$ cat src/rtl/t_flipflop_bank.sv
// t_flipflop_bank: a bank of WIDTH T flip-flops sharing one clock and reset.
//   mode=0 : each bit toggles on its own effective toggle input tt[i].
//   mode=1 : the bank is a synchronous up-counter advanced by tt[0].
// Also provides a synchronous parallel load, a global enable and a
// registered one-cycle wrap pulse when the counter rolls from all-ones to 0.
// Priority at each rising edge: load > en=0 hold > mode action.
//
// Optional feature macro: TFF_EDGE_DETECT_EN
//   defined   : t is registered into t_d every cycle, tt = t & ~t_d
//               (one toggle per rising edge of a t bit).
//   undefined : tt = t (level-sensitive toggles), no t_d register.
//
// Reset is asynchronous and active-low (reset=0 holds the bank in reset).
// Every output comes straight from a flop; no input reaches q or wrap
// combinationally.

module t_flipflop_bank #(
   parameter int               WIDTH     = 4,
   parameter logic [WIDTH-1:0] RESET_VAL = '0
) (
   input  logic             clk,
   input  logic             reset,
   input  logic             en,
   input  logic             mode,
   input  logic             load,
   input  logic [WIDTH-1:0] load_val,
   input  logic [WIDTH-1:0] t,
   output logic [WIDTH-1:0] q,
   output logic             wrap
);

   // Effective toggle vector after optional edge detection.
   logic [WIDTH-1:0] tt;

   // Candidate next values of q for each mode, and the next wrap value.
   logic [WIDTH-1:0] ind_next;
   logic [WIDTH-1:0] cnt_next;
   logic [WIDTH-1:0] q_next;
   logic             wrap_next;
   logic             carry;

`ifdef TFF_EDGE_DETECT_EN
   // Toggle history; registered on every edge regardless of en and load.
   logic [WIDTH-1:0] t_d;

   // Capture t each cycle so a held-high t toggles only once.
   always_ff @(posedge clk or negedge reset) begin
      if (!reset) begin
         t_d <= '0;
      end else begin
         t_d <= t;
      end
   end

   assign tt = t & ~t_d;
`else
   assign tt = t;
`endif

   // Next-state selection: load first, then enable hold, then mode action.
   always_comb begin
      // Independent mode: every bit toggles on its own effective input.
      ind_next = q ^ tt;

      // Counter mode: ripple an enable-carry from bit 0 upward; bit i toggles
      // when tt[0] is set and every lower bit is already 1.
      carry    = tt[0];
      cnt_next = q;
      for (int i = 0; i < WIDTH; i++) begin
         cnt_next[i] = q[i] ^ carry;
         carry       = carry & q[i];
      end

      q_next    = q;
      wrap_next = 1'b0;
      if (load) begin
         q_next    = load_val;
         wrap_next = 1'b0;
      end else if (!en) begin
         q_next    = q;
         wrap_next = 1'b0;
      end else if (mode) begin
         q_next    = cnt_next;
         // Carry out of the top bit means all-ones rolled over to zero.
         wrap_next = carry;
      end else begin
         q_next    = ind_next;
         wrap_next = 1'b0;
      end
   end

   // State register for q and the wrap pulse.
   always_ff @(posedge clk or negedge reset) begin
      if (!reset) begin
         q    <= RESET_VAL;
         wrap <= 1'b0;
      end else begin
         q    <= q_next;
         wrap <= wrap_next;
      end
   end

endmodule

$ cat config.mk
export PLATFORM = sky130hd
export DESIGN_NAME = t_flipflop_bank
export DESIGN_NICKNAME = d
export VERILOG_FILES = /design/src/rtl/t_flipflop_bank.sv
export SDC_FILE = /design/constraint.sdc
export NUM_CORES = 1
export LEC_CHECK = 0
export ABC_CLOCK_PERIOD_IN_PS = 2000
export BUFFER_PORTS_ARGS = -buffer_cell sky130_fd_sc_hd__buf_4
export CORE_AREA = 2 2 39 41
export DETAILED_ROUTE_END_ITERATION = 10
export DIE_AREA = 0 0 41 43
export GPL_TIMING_DRIVEN = 1
export PLACE_DENSITY_LB_ADDON = 0.1
export SLEW_MARGIN = 20
export SYNTH_ARGS = -nofsm -noshare
export SYNTH_HDL_FRONTEND = slang
export SYNTH_SLANG_ARGS = --single-unit
$ cat constraint.sdc
create_clock -name clk -period 2 [get_ports clk]
set_input_delay 0.3 -clock clk [delete_from_list [all_inputs] [get_ports clk]]
set_output_delay 0.3 -clock clk [all_outputs]
set_load 0.02 [all_outputs]
==> run_results.csv <==
group,metric,value,unit
setup_path,worstSetupPathType,"reg -> reg",
cells_and_area,regArea,125,um2
setup_path,critical_path.startpoint_type,"flip-flop",
timing,fmax,0.650,GHz
clocking,worst_setup_hold_path_clk_slew,50,ps
floorplanning,fp.dieH,43,um
synth,synth_warnings,0,
cells_and_area,area.growth.synth_to_final,58.8,%
pwr,power.combinational.fraction,0.284,
timing,setup_viol_count_final,0,
setup_path,r2r_end,"q[3]",
setup_path,setup.reg_to_reg.worst_slack,460,ps
pwr,power_report.internal_total,0.239,mW
min_path,min_from,"load_val[0]",
clocking,number_of_cts_inserted_buffers,3,
cells_and_area,drive_gt1_frac,0.412,
global_route,grtUsageTotal,0.110,
global_route,grt.overflow.total,0,
global_route,first_pass_grt_wire_length,1270,um
timing,finalWorstPathRequiredPeriod,1540,ps
pwr,clock_power_share,0.352,
flow_run,cap_viol_max_count,0,
clocking,cts_tree,"done",
setup_path,ff2ff_path_depth,6,
floorplanning,rows,14,
route,vias,291,
pwr,share_seq_of_total_power,0.364,
timing,worst_clock_skew,0.991,ps
status,outcome,"finished, final reports clean",
setup_path,cp.required,2120,ps
route,detailed_router_iteration_count_before_antenna_repair,1,
clocking,cts-resized-gates,0,
synth,number_of_instances_in_the_synthesized_netlist,29,
synth,ys_ff_latch,5,
global_route,pin_count_of_the_biggest_net_entering_global_routing,9,
route,detail_route.vias_per_cell,4.34,
timing,rsz0062_at_grt,"no",
setup_path,cp_max_fo,3,
placement,buffer_ports.inserted,17,
cells_and_area,n_fill_cell,153,
route,wl,766,um
min_path,worstHoldEndpoint,"q[0]",
timing,final-max-slew-violation-count,0,
global_route,first_global_vias,285,
synth,syn_area,313,um2
route,wire_per_inst,11.4,um
min_path,timing.hold.worst.class,"in -> reg",
route,drt.antenna.violating_nets,0,
clocking,worst_skew_pair.late_latency,240,ps
timing,worst_slew_pin_slew,176,ps
clocking,root_buffer,"clkbuf_4",
route,drcViolationCount,0,
pwr,net-switching-power,0.100,mW
timing,setup_total_negative_slack,0,ps
synth,synthesis.area_per_instance,10.8,um2
floorplanning,floorplan.core_area,1380,um2
timing,maxSlewHeadroom,0.883,
timing,final-hold-violation-count,0,
floorplanning,die-width,41,um
placement,gpl.final_weighted_congestion,0.728,
synth,ys_seq_area_frac,0.400,
cells_and_area,finalCoreUtilization,0.359,
pwr,standby_leakage_power,0.257,nW
cells_and_area,antenna_cells,0,
synth,ys_types,13,
pwr,power-per-cell-area,683,nW/um2
floorplanning,floorplan.initialDensity,0.226,
placement,place_hpwl,633,um
clocking,clock_sink_count,5,
setup_path,critical_path.endpoint_type,"flip-flop",
min_path,whs_path_depth,3,
pwr,netSwitchingFraction,0.296,
cells_and_area,design.final.nets,69,
setup_path,r2r-start,"q[0]",
synth,syn-num-nets,46,
setup_path,critical_path_arrival,1660,ps
clocking,deepest_clock_path_buffer_count,2,
timing,period_share,0.770,
floorplanning,top_level_ports,18,
cells_and_area,multi_input_comb_area,188,um2
clocking,clock_tree.htree_level_count,1,
pwr,peak_vdd_ir,281,uV
route,initial_drc_count,0,
global_route,initial_antenna_violation_count,0,
floorplanning,die_area,1760,um2
-- sequential cells by signal, indices dropped and copies added, names as in the netlist --
register	cells
q	4
wrap	1
-- cell families (layout without fill, tap and decap cells) --
kind of cell	Yosys count	after routing	share of synthesized area
DFF	5	5	0.400
buffers and inverters	0	22	0
adders and majority gates	4	4	0.160
and+or+nand+nor	6	6	0.100
muxes	4	4	0.128
AOI/OAI and AO/OA	7	7	0.128
xor gates and xnor gates	3	3	0.0840
-- area by class of cell --
type / count / area share
repair buffers: 18 / 0.277
clock buffers: 4 / 0.0529
flip-flops and latches: 5 / 0.252
well taps: 16 / 0.0403
multi-input cells: 24 / 0.378
-- power groups by stage --
stage	clock [mW]	sequential, mW	combinational [mW]
2_1_floorplan	0	0.136	0.0348
6_report	0.119	0.123	0.0965
3_3_place_gp	0	0.125	0.0948
5_1_grt	0.132	0.126	0.108
4_1_cts	0.125	0.124	0.0986
3_5_place_dp	0	0.125	0.0964
-- synth_stat cells (all sizes together) --
| master | number | share of area |
|---|---|---|
| dfrtp | 5 | 0.40 |
| ha | 4 | 0.16 |
| mux2i | 4 | 0.13 |
| o21ai | 4 | 0.064 |
| xor2 | 3 | 0.084 |
| a22oi | 2 | 0.048 |
| nand2 | 2 | 0.024 |
| nor2 | 2 | 0.032 |
| a21oi | 1 | 0.016 |
| nand2b | 1 | 0.020 |
| nor3b | 1 | 0.024 |
-- worst max-delay path by stage --
stage / startpoint / end / cells after the start / slack [ps]
after detailed placement: t[0] / q[3] / 7 / 410
after floorplan: q[0] / q[3] / 6 / 440
final: q[0] / q[3] / 6 / 460
after CTS: q[0] / q[3] / 6 / 450
after global routing: q[0] / q[3] / 6 / 360
after global placement: t[0] / q[3] / 7 / 460
-- per-stage QoR --
step                cells  setup WS, ps  area, um2  hold WS (ps)  power [mW]
floorplan              29           437        313          4.41       0.170
global placement       62           456        460           108       0.219
detailed placement     62           412        460           111       0.221
CTS                    67           447        497           262       0.347
global route           67           363        497           303       0.366
finish                 67           461        497           267       0.339
-- metal layers --
layer  wire length, um  share of wire  global-route usage  up-vias
met1               338           0.44               0.139      130
li1                  -              -                   -      149
met4                 0              0              0.0600        0
met3                68          0.089              0.0314        0
met2               360           0.47               0.159       12
met5                 0              0                   0        -
-- timing repair --
action	4_1_cts	5_1_grt
buffers inserted	0	0
hold endpoints to repair	5	0
hold buffers	1	0
-- worst max-delay path, stage by stage (launching register included) --
cell	delay [ps]
dfrtp_1	390
ha_1	190
ha_1	180
ha_1	180
ha_1	270
mux2i_1	130
o21ai_1	70
-- cell usage in the layout, fill, tap and decap left out --
cell type / synthesis / layout
clkbuf_4: 0 / 3
dlygate4sd3_1: 0 / 1
xor2_1: 3 / 3
mux2i_1: 4 / 4
a21oi_1: 1 / 1
clkbuf_1: 0 / 1
nor3b_1: 1 / 1
dfrtp_1: 5 / 5
nand2_1: 2 / 2
nor2_1: 1 / 1
o21ai_0: 1 / 1
buf_4: 0 / 17
o21ai_1: 3 / 3
ha_1: 4 / 4
a22oi_1: 2 / 2
nand2b_1: 1 / 1
nor2_2: 1 / 1
No activity file was read; power rests on OpenSTA's default activity.
